### config.mk
export PLATFORM = sky130hd
export DESIGN_NAME = alu_issue_ctrl_flat
export DESIGN_NICKNAME = d
export VERILOG_FILES = /design/src/rtl/alu_issue_ctrl_if.sv /design/src/rtl/alu_issue_ctrl.sv /design/src/flat_wrapper.sv
export SDC_FILE = /design/constraint.sdc
export NUM_CORES = 1
export LEC_CHECK = 0
export CAP_MARGIN = 20
export CORE_UTILIZATION = 46
export DETAILED_ROUTE_END_ITERATION = 16
export PLACE_DENSITY = 0.78
export SLEW_MARGIN = 30
export SYNTH_ARGS = -nofsm -noshare
export SYNTH_HDL_FRONTEND = slang
export SYNTH_SLANG_ARGS = --single-unit
### constraint.sdc
create_clock -name clk -period 1.8 [get_ports clk]
set_clock_uncertainty 0.05 [all_clocks]
set_input_delay 0.36 -clock clk [delete_from_list [all_inputs] [get_ports clk]]
set_output_delay 0.36 -clock clk [all_outputs]
set_load 0.01 [all_outputs]
### src/rtl/alu_issue_ctrl_if.sv
// Bus bundle between the CPU decode stage, the issue sequencer and the ALU.
//   cmd_*       : command handshake (decode -> sequencer)
//   ld_*        : direct register load strobe (decode -> sequencer)
//   alu_sel/a/b : operands to the combinational ALU (sequencer -> ALU)
//   alu_result  : 9-bit ALU output (ALU -> sequencer)
//   rsp_*       : response handshake (sequencer -> decode)
// Modport slave is the sequencer's view; master is the environment's view.
interface alu_issue_ctrl_if;
  localparam int unsigned DATA_W = 8;
  localparam int unsigned IDX_W  = 2;
  localparam int unsigned OP_W   = 2;
  localparam int unsigned RES_W  = 9;

  logic              cmd_valid;
  logic              cmd_ready;
  logic [OP_W-1:0]   cmd_op;
  logic [IDX_W-1:0]  cmd_dst;
  logic [IDX_W-1:0]  cmd_src_a;
  logic [IDX_W-1:0]  cmd_src_b;
  logic              cmd_use_imm;
  logic [DATA_W-1:0] cmd_imm;

  logic              ld_en;
  logic [IDX_W-1:0]  ld_addr;
  logic [DATA_W-1:0] ld_data;

  logic [OP_W-1:0]   alu_sel;
  logic [DATA_W-1:0] alu_a;
  logic [DATA_W-1:0] alu_b;
  logic [RES_W-1:0]  alu_result;

  logic              rsp_valid;
  logic              rsp_ready;
  logic [DATA_W-1:0] rsp_data;
  logic              rsp_carry;
  logic              rsp_zero;

  modport slave (
    input  cmd_valid, cmd_op, cmd_dst, cmd_src_a, cmd_src_b, cmd_use_imm, cmd_imm,
    input  ld_en, ld_addr, ld_data,
    input  alu_result,
    input  rsp_ready,
    output cmd_ready,
    output alu_sel, alu_a, alu_b,
    output rsp_valid, rsp_data, rsp_carry, rsp_zero
  );

  modport master (
    output cmd_valid, cmd_op, cmd_dst, cmd_src_a, cmd_src_b, cmd_use_imm, cmd_imm,
    output ld_en, ld_addr, ld_data,
    output alu_result,
    output rsp_ready,
    input  cmd_ready,
    input  alu_sel, alu_a, alu_b,
    input  rsp_valid, rsp_data, rsp_carry, rsp_zero
  );
endinterface

### src/rtl/alu_issue_ctrl.sv
// Issue sequencer for a 2-bit-select, 8-bit-operand, 9-bit-result ALU.
// Accepts reg-reg / reg-imm commands, reads operands from a 4 x 8-bit
// register file, drives the ALU for one cycle, writes the result back and
// returns data/carry/zero over a response handshake.
// Ports:
//   clk  : rising-edge clock
//   rst  : synchronous active-high reset
//   bus  : alu_issue_ctrl_if.slave (command, load, ALU and response signals)
// cmd_ready is the only combinational output (depends on rsp_ready in RESP).
module alu_issue_ctrl (
  input  logic            clk,
  input  logic            rst,
  alu_issue_ctrl_if.slave bus
);

  localparam int unsigned DATA_W = 8;
  localparam int unsigned REG_N  = 4;
  localparam int unsigned IDX_W  = 2;
  localparam int unsigned OP_W   = 2;

  typedef enum logic [1:0] {
    IDLE  = 2'd0,
    ISSUE = 2'd1,
    RESP  = 2'd2
  } state_t;

  state_t state_q;
  state_t state_d;

  logic cmd_ready_c;
  logic accept_c;
  logic wb_en_c;
  logic rsp_done_c;

  logic [DATA_W-1:0] regs_q [REG_N];
  logic [IDX_W-1:0]  dst_q;

  logic [OP_W-1:0]   alu_sel_q;
  logic [DATA_W-1:0] alu_a_q;
  logic [DATA_W-1:0] alu_b_q;
  logic [DATA_W-1:0] opnd_a_c;
  logic [DATA_W-1:0] opnd_b_c;

  logic              rsp_valid_q;
  logic [DATA_W-1:0] rsp_data_q;
  logic              rsp_carry_q;
  logic              rsp_zero_q;

  logic [DATA_W-1:0] wb_data_c;

  // Operand selection reads pre-edge register contents; loads are not forwarded.
  assign opnd_a_c  = regs_q[bus.cmd_src_a];
  assign opnd_b_c  = bus.cmd_use_imm ? bus.cmd_imm : regs_q[bus.cmd_src_b];
  assign wb_data_c = bus.alu_result[DATA_W-1:0];

  // State register.
  always_ff @(posedge clk) begin
    if (rst) begin
      state_q <= IDLE;
    end else begin
      state_q <= state_d;
    end
  end

  // Next-state and handshake decode.
  always_comb begin
    state_d     = state_q;
    cmd_ready_c = 1'b0;
    accept_c    = 1'b0;
    wb_en_c     = 1'b0;
    rsp_done_c  = 1'b0;
    case (state_q)
      IDLE: begin
        cmd_ready_c = 1'b1;
        if (bus.cmd_valid) begin
          accept_c = 1'b1;
          state_d  = ISSUE;
        end
      end
      ISSUE: begin
        wb_en_c = 1'b1;
        state_d = RESP;
      end
      RESP: begin
        // A new command may be accepted on the same edge the response retires.
        cmd_ready_c = bus.rsp_ready;
        if (bus.rsp_ready) begin
          rsp_done_c = 1'b1;
          if (bus.cmd_valid) begin
            accept_c = 1'b1;
            state_d  = ISSUE;
          end else begin
            state_d = IDLE;
          end
        end
      end
      default: begin
        state_d = IDLE;
      end
    endcase
  end

  // ALU operand latches; held outside acceptance.
  always_ff @(posedge clk) begin
    if (rst) begin
      alu_sel_q <= '0;
      alu_a_q   <= '0;
      alu_b_q   <= '0;
      dst_q     <= '0;
    end else if (accept_c) begin
      alu_sel_q <= bus.cmd_op;
      alu_a_q   <= opnd_a_c;
      alu_b_q   <= opnd_b_c;
      dst_q     <= bus.cmd_dst;
    end
  end

  // Register file: writeback takes priority over a same-index direct load.
  always_ff @(posedge clk) begin
    if (rst) begin
      for (int unsigned i = 0; i < REG_N; i++) begin
        regs_q[i] <= '0;
      end
    end else begin
      for (int unsigned i = 0; i < REG_N; i++) begin
        if (wb_en_c && (dst_q == IDX_W'(i))) begin
          regs_q[i] <= wb_data_c;
        end else if (bus.ld_en && (bus.ld_addr == IDX_W'(i))) begin
          regs_q[i] <= bus.ld_data;
        end
      end
    end
  end

  // Response registers: captured at the end of ISSUE, held until handshake.
  always_ff @(posedge clk) begin
    if (rst) begin
      rsp_valid_q <= 1'b0;
      rsp_data_q  <= '0;
      rsp_carry_q <= 1'b0;
      rsp_zero_q  <= 1'b0;
    end else if (wb_en_c) begin
      rsp_valid_q <= 1'b1;
      rsp_data_q  <= wb_data_c;
      rsp_carry_q <= bus.alu_result[DATA_W];
      rsp_zero_q  <= (wb_data_c == '0);
    end else if (rsp_done_c) begin
      rsp_valid_q <= 1'b0;
    end
  end

  assign bus.cmd_ready = cmd_ready_c;
  assign bus.alu_sel   = alu_sel_q;
  assign bus.alu_a     = alu_a_q;
  assign bus.alu_b     = alu_b_q;
  assign bus.rsp_valid = rsp_valid_q;
  assign bus.rsp_data  = rsp_data_q;
  assign bus.rsp_carry = rsp_carry_q;
  assign bus.rsp_zero  = rsp_zero_q;

endmodule
### src/flat_wrapper.sv
// flat-port wrapper written by rule: the top's interface ports become plain ports
module alu_issue_ctrl_flat 
  (clk, rst, bus_cmd_valid, bus_cmd_op, bus_cmd_dst, bus_cmd_src_a, bus_cmd_src_b, bus_cmd_use_imm, bus_cmd_imm, bus_ld_en, bus_ld_addr, bus_ld_data, bus_alu_result, bus_rsp_ready, bus_cmd_ready, bus_alu_sel, bus_alu_a, bus_alu_b, bus_rsp_valid, bus_rsp_data, bus_rsp_carry, bus_rsp_zero);
  alu_issue_ctrl_if bus_i ();
  input  logic clk;
  input  logic rst;
  input wire logic [$bits(bus_i.cmd_valid)-1:0] bus_cmd_valid;
  input wire logic [$bits(bus_i.cmd_op)-1:0] bus_cmd_op;
  input wire logic [$bits(bus_i.cmd_dst)-1:0] bus_cmd_dst;
  input wire logic [$bits(bus_i.cmd_src_a)-1:0] bus_cmd_src_a;
  input wire logic [$bits(bus_i.cmd_src_b)-1:0] bus_cmd_src_b;
  input wire logic [$bits(bus_i.cmd_use_imm)-1:0] bus_cmd_use_imm;
  input wire logic [$bits(bus_i.cmd_imm)-1:0] bus_cmd_imm;
  input wire logic [$bits(bus_i.ld_en)-1:0] bus_ld_en;
  input wire logic [$bits(bus_i.ld_addr)-1:0] bus_ld_addr;
  input wire logic [$bits(bus_i.ld_data)-1:0] bus_ld_data;
  input wire logic [$bits(bus_i.alu_result)-1:0] bus_alu_result;
  input wire logic [$bits(bus_i.rsp_ready)-1:0] bus_rsp_ready;
  output wire logic [$bits(bus_i.cmd_ready)-1:0] bus_cmd_ready;
  output wire logic [$bits(bus_i.alu_sel)-1:0] bus_alu_sel;
  output wire logic [$bits(bus_i.alu_a)-1:0] bus_alu_a;
  output wire logic [$bits(bus_i.alu_b)-1:0] bus_alu_b;
  output wire logic [$bits(bus_i.rsp_valid)-1:0] bus_rsp_valid;
  output wire logic [$bits(bus_i.rsp_data)-1:0] bus_rsp_data;
  output wire logic [$bits(bus_i.rsp_carry)-1:0] bus_rsp_carry;
  output wire logic [$bits(bus_i.rsp_zero)-1:0] bus_rsp_zero;
  assign bus_i.cmd_valid = bus_cmd_valid;
  assign bus_i.cmd_op = bus_cmd_op;
  assign bus_i.cmd_dst = bus_cmd_dst;
  assign bus_i.cmd_src_a = bus_cmd_src_a;
  assign bus_i.cmd_src_b = bus_cmd_src_b;
  assign bus_i.cmd_use_imm = bus_cmd_use_imm;
  assign bus_i.cmd_imm = bus_cmd_imm;
  assign bus_i.ld_en = bus_ld_en;
  assign bus_i.ld_addr = bus_ld_addr;
  assign bus_i.ld_data = bus_ld_data;
  assign bus_i.alu_result = bus_alu_result;
  assign bus_i.rsp_ready = bus_rsp_ready;
  assign bus_cmd_ready = bus_i.cmd_ready;
  assign bus_alu_sel = bus_i.alu_sel;
  assign bus_alu_a = bus_i.alu_a;
  assign bus_alu_b = bus_i.alu_b;
  assign bus_rsp_valid = bus_i.rsp_valid;
  assign bus_rsp_data = bus_i.rsp_data;
  assign bus_rsp_carry = bus_i.rsp_carry;
  assign bus_rsp_zero = bus_i.rsp_zero;
  alu_issue_ctrl u_core (.clk(clk), .rst(rst), .bus(bus_i));
endmodule
==> results of run 1 <==
[cell usage in the layout, fill, tap and decap left out, drive strengths merged, types with 4 or more instances in the layout]
cell type and count:
edfxtp 32, nor2 13, nand4 4, o31ai 4
dfxtp 33, mux2i 8, mux2 16, a31oi 8
and4b 9, a21oi 16, o2bb2ai 8, mux4 8
nor4 4, nor3 4, a211oi 8, clkbuf 14
a22o 24, nand2b 10, nor2b 14, clkdlybuf4s50 67
a222oi 8, buf 35, nand2 23
[area by class of cell]
cell class                      instances  area share, %
Clock inverter                          2          0.218
Inverter                                2          0.164
Timing Repair Buffer                  104           22.4
Multi-Input combinational cell        198           35.1
Tap cell                               96           2.62
Sequential cell                        65           35.5
Clock buffer                           14           4.01
[layer usage]
metal / vias up / GRT usage, % / part of all wire (%) / wire [um]
li1: 1315 / - / - / -
met1: 1362 / 29.5 / 43 / 3670
met2: 144 / 39.3 / 49 / 4200
met3: 16 / 7.26 / 6.3 / 541
met4: 0 / 10.1 / 2.4 / 209
met5: - / 0 / 0 / 0
[power by group]
| part | internal (W) | switching [W] | leakage, nW | total [W] |
|---|---|---|---|---|
| sequential | 0.00165 | 0.0000681 | 0.607 | 0.00172 |
| combinational | 0.000355 | 0.000284 | 0.970 | 0.000638 |
| clock | 0.000656 | 0.000535 | 0.102 | 0.00119 |
[logic make-up after synthesis]
group	synth area share, %
flip-flops	48.1
AND/OR/NAND/NOR	17.0
multiplexers	13.1
buffers and inverters	4.42
AO/OA/AOI/OAI	17.4
[worst min-delay path, cell delays in order (launching register included)]
cell	delay, ns
dfxtp_1	0.31
nand2_1	0.05
a21oi_1	0.05
[timing repair]
action	CTS	global route
hold buffers	0	0
endpoints found under the setup margin	1	21
gates resized for setup	2	5
gates cloned	0	0
[through the flow]
stage                     cells  power [W]  hold slack [ns]  utilization (%)
final                       481    0.00355            0.409             66.0
after global routing        481    0.00368            0.430             66.0
after CTS                   481    0.00356            0.407             65.9
after detailed placement    465    0.00238            0.397             63.1
after global placement      465    0.00236            0.394             63.1
after floorplan             293    0.00204            0.431                -
[final timing paths]
kind                                              from                     end  depth (start not counted)
worst max-delay path                  bus_cmd_src_b[1]     u_core.bus.alu_b[6]                          5
worst min-delay path            u_core.bus.rsp_data[5]  u_core.bus.rsp_data[5]                          2
worst max register to register         u_core.dst_q[0]     u_core.regs_q[2][6]                          5
worst min register to register  u_core.bus.rsp_data[5]  u_core.bus.rsp_data[5]                          2
[registers in the layout, indices dropped and copies added, names as in the netlist]
register              cells
u_core.bus.alu_a          8
u_core.bus.alu_b          8
u_core.bus.alu_sel        2
u_core.bus.rsp_carry      1
u_core.bus.rsp_data       8
u_core.bus.rsp_valid      1
u_core.bus.rsp_zero       1
u_core.dst_q              2
u_core.regs_q            32
u_core.state_q            2
==> results_dict.tcl, run 1 <==
set metrics [dict create \
    post-route-period-util_pct 98.2 \
    status "completed" \
    peakVddDrop_mv 0.363 \
    slowest_delay_ns 0.56 \
    slowest_stage "nor2b_1" \
    clk_pin_slew_ns 0.07 \
    ys_top_cells_by_count "dfxtp_1 (33), edfxtp_1 (32), a22o_1 (24), nand2_1 (23)" \
    synth_cell_types 38 \
    grt_pass1_vias 2698 \
    fin_area_um2 4580 \
    routed_wl_um 8630 \
    crit_arrival_ns 1.97 \
    core.rowCount 30 \
    dpl_cell_area_um2 4380 \
    cp_num_buf_inv 2 \
    routedWlPerCell_um 17.9 \
    antenna_left 0 \
    drv_cap 0 \
    die_area_um2 7670 \
    h-tree-depth 3 \
    track_usage_pct 24.0 \
    clock_sinks 65 \
    p_per_area_nw_per_um2 775 \
    finalSetupViolations 0 \
    grt_max_degree 29 \
    num_vias 2837 \
    required_ns 2.01 \
    crit_path_end_kind "flop" \
    numCtsBuffers 9 \
    regArea_um2 1630 \
    nFillCells 519 \
    synth_area_leaders "edfxtp_1 (29%), dfxtp_1 (20%), a22o_1 (6.2%)" \
    die_x_um 87.6 \
    synth_nets 334 \
    synth_flop_cell "dfxtp_1" \
    drive_gt1_share_pct 18.2 \
    hp-class "reg -> reg" \
    worstSetupPathType "in -> reg" \
    gp_congestion 0.859 \
    cp_cell_sequence "clkdlybuf4s50_1 -> nor2b_1 -> a222oi_1 -> buf_4 -> a211oi_1" \
    n_antenna_cell 0 \
    start_util_pct 48.5 \
    multiInputGateArea_um2 1610 \
    core_region_area_um2 6940 \
    ctsRootBufferMaster "clkbuf_8" \
    slew_headroom_pct 55.6 \
    crit_family "buffers and inverters" \
    ctsLongestPathBuffers 2 \
    grt_remaining_overflow 0 \
    placement.io_buffers 70 \
    synthToLayoutAreaGrowth_pct 36.1 \
    antenna_found_initial 0 \
    remaining_drc_errors 0 \
    leakage_nw 1.68 \
    r2r_setup_slack_ns 0.18 \
    fmax_mhz 566 \
    async_flop_share_pct 0 \
    start_kind "input port" \
    viasPerCell 5.90 \
    pin_count 71 \
    post-route-min-period_ns 1.77 \
    grt_first_pass_wirelength_um 13600 \
    path_max_fanout 8 \
    cts_tree "built" \
    timing.final.ws_setup_ns 0.0331 \
    rsz0062_at_grt "no" \
    pre_cts_ws_ns -0.355 \
    worst_slew_pin_slew_ns 0.665 \
    synth_top_area_cell "edfxtp_1" \
    cts_setup_buffers 0 \
    clk-insertion-delay-late_ns 0.34 \
    finalHoldViolCount 0 \
    syn-cell-area_um2 3370 \
    ys_ff_latch 65 \
    synth.most_common_cell "dfxtp_1" \
    drt_iter0_markers 216 \
    finalSetupTns_ns 0 \
    avgSynthCellArea_um2 11.5 \
    place_hpwl_um 6520 \
    fp.dieH_um 87.6 \
    firstDrtPassIters 5 \
    ys_seq_area_share_pct 48.1 \
    synth_cells 293 \
    synth_edf_count 32 \
    nets 421 \
    maxSlewViolCount 0 \
    yosysWarnings 0 \
    synth_top_cell_area_share_pct 28.5 \
]
No activity file was read; power rests on OpenSTA's default activity.
==> run 2: changes to the inputs <==
--- a/config.mk
+++ b/config.mk
@@ -8,6 +8,7 @@
 export CAP_MARGIN = 20
 export CORE_UTILIZATION = 46
 export DETAILED_ROUTE_END_ITERATION = 16
+export HOLD_SLACK_MARGIN = 0.02
 export PLACE_DENSITY = 0.78
 export SLEW_MARGIN = 30
 export SYNTH_ARGS = -nofsm -noshare
==> results of run 2 <==
No change in the layout: final DEF, timing and power equal those of run 1.
==> edit, RTL diff (settings of run 1) <==
Change the localparam `REG_N` from 4 to 2.
--- a/src/rtl/alu_issue_ctrl.sv
+++ b/src/rtl/alu_issue_ctrl.sv
@@ -14,7 +14,7 @@
 );
 
   localparam int unsigned DATA_W = 8;
-  localparam int unsigned REG_N  = 4;
+  localparam int unsigned REG_N  = 2;
   localparam int unsigned IDX_W  = 2;
   localparam int unsigned OP_W   = 2;
 
Behaviour: not the same (Yosys sat finds a counterexample within 4 cycles, from zero or initial values and one cycle with rst high).
==> edit against run 1 <==
  * Critical path depth unchanged
  * The run now ends with DRC left
  * Power down 32%
  * Wire length down 41%
  * Die area down 34%
  * Cell area down 31%
  * Area after synthesis down 34%
  * Largest cell class unchanged
  * Setup slack better by 22 ps
  * Sequential cell count down 16
==> edit: results <==
[layout]
nets = 331
largest_reg_flops = 16
antenna_cells = 0
nFillCells = 332
drive_gt1_share_pct = 16.2
top_register = "u_core.regs_q"

[drt]
drc_errors = 5
routed_wirelength_um = 5070
dr.pass1.iters = 10
drtAntennaViolNets = 0
via_count = 1854
initialDrtViolationCount = 40

[synth]
synth-edff-count = 16
synthArstFlopShare_pct = 0
ys_seq_area_share_pct = 51.6
synth_cell_types = 34
synth_area_leaders = "dfxtp_1, edfxtp_1, mux2i_1"
syn-num-nets = 247
yosys_warnings = 0
yosys-top-cells-count = "dfxtp_1, nand2_1, a21oi_1"

[power]
peakVddDrop_v = 0.000664
p_per_area_nw_per_um2 = 755
power.leakage_uw = 0.00121

[timing]
worst_slew_pin_slew_ps = 528
min_period_ps = 1740
setup_viol = 0

[worst_setup_path]
crit_start = "rst"
rr_worst_depth = 3
worstPathMaxFanout = 8
arrival_ps = 1860
r2r-start = "u_core.state_q[0]$_SDFFE_PP0P_"
crit_end = "u_core.regs_q[1][2]$_DFFE_PP_"
r2r_end = "u_core.regs_q[0][3]$_SDFFCE_PP0P_"
reg2reg_slack_ps = 230

[clock_tree]
cts_made_buffers = 5
htree_levels = 2
cts_root_buf = "clkbuf_8"
clock_latency_ps = 300
cts_buffer_depth = 2
cts_setup_buffers = 0
clk_pin_slew_ps = 90

[global_routing]
grt_pass1_wl_um = 8310
grt_pass1_vias = 1785
grtUsageTotal_pct = 20.9
gr-usage-met2_pct = 36.1
grt_start_max_net_pins = 21
met3_usage_pct = 5.91
grt_antenna_before_repair = 0
met1_usage_pct = 25.3

[min_path]
hp-class = "flip-flop to flip-flop"

[placed_design]
place_area_um2 = 3090
dp_hpwl_um = 3750
place.gp.congestion = 0.728
portBuffers = 68

[status]
status = "finished, violations left"
violations = "DRC"
-- edit: logic make-up (layout without fill, tap and decap cells) --
logic type	count (synthesis)	in the layout	synth area share (%)
flip-flops	49	49	51.6
AND/OR/NAND/NOR	58	58	14.5
multiplexers	24	24	11.3
buffers and inverters	13	98	2.43
AO/OA/AOI/OAI	62	62	20.2
-- edit: how the worst min path moves through the flow --
stage | start | end | slack [ps] | cells after the start
after global routing | u_core.bus.rsp_zero$_SDFFE_PP0P_ | u_core.bus.rsp_zero$_SDFFE_PP0P_ | 420 | 2
after floorplan | u_core.bus.rsp_carry$_SDFFE_PP0P_ | u_core.bus.rsp_carry$_SDFFE_PP0P_ | 430 | 2
after CTS | u_core.bus.rsp_zero$_SDFFE_PP0P_ | u_core.bus.rsp_zero$_SDFFE_PP0P_ | 410 | 2
after global placement | u_core.bus.rsp_data[0]$_SDFFE_PP0P_ | u_core.bus.rsp_data[0]$_SDFFE_PP0P_ | 390 | 2
after detailed placement | u_core.bus.rsp_data[1]$_SDFFE_PP0P_ | u_core.bus.rsp_data[1]$_SDFFE_PP0P_ | 400 | 2
final | u_core.bus.rsp_data[0]$_SDFFE_PP0P_ | u_core.bus.rsp_data[0]$_SDFFE_PP0P_ | 410 | 2
-- edit: stage by stage --
stage                     cells  setup slack, ps
after floorplan             206              362
after global placement      335             -242
after detailed placement    335             -280
after CTS                   343             13.9
after global routing        343             13.4
final                       343             55.6
-- edit: worst max-delay path: stages --
cell	delay (ps)
clkdlybuf4s50_1	470
or4b_4	610
o41ai_4	70
buf_4	200
a22o_1	150
-- edit: timing repair --
item	CTS	global route
pin swaps	0	1
endpoints found under the setup margin	1	18
endpoints found under the hold margin	0	0
gates resized for setup	1	4
-- edit: power by group --
group / switching (uW) / leakage [uW] / internal, uW
registers: 47.8 / 0.000440 / 1220
logic: 203 / 0.000721 / 277
clock network: 360 / 0.0000495 / 292
-- edit: routing by layer --
| layer | routed length (um) | vias up | part of all wire, % |
|---|---|---|---|
| met5 | 0 | - | 0 |
| met4 | 58 | 0 | 1.1 |
| met3 | 331 | 6 | 6.5 |
| met2 | 2450 | 62 | 48 |
| met1 | 2230 | 846 | 44 |
| li1 | - | 940 | - |
-- edit: layout make-up --
cell class,count,share of cell area [%]
clock inverters,2,0.393
multi-input cells,144,32.3
clock buffers,6,2.40
well taps,52,2.04
inverters,2,0.236
flip-flops and latches,49,35.9
repair buffers,88,26.7
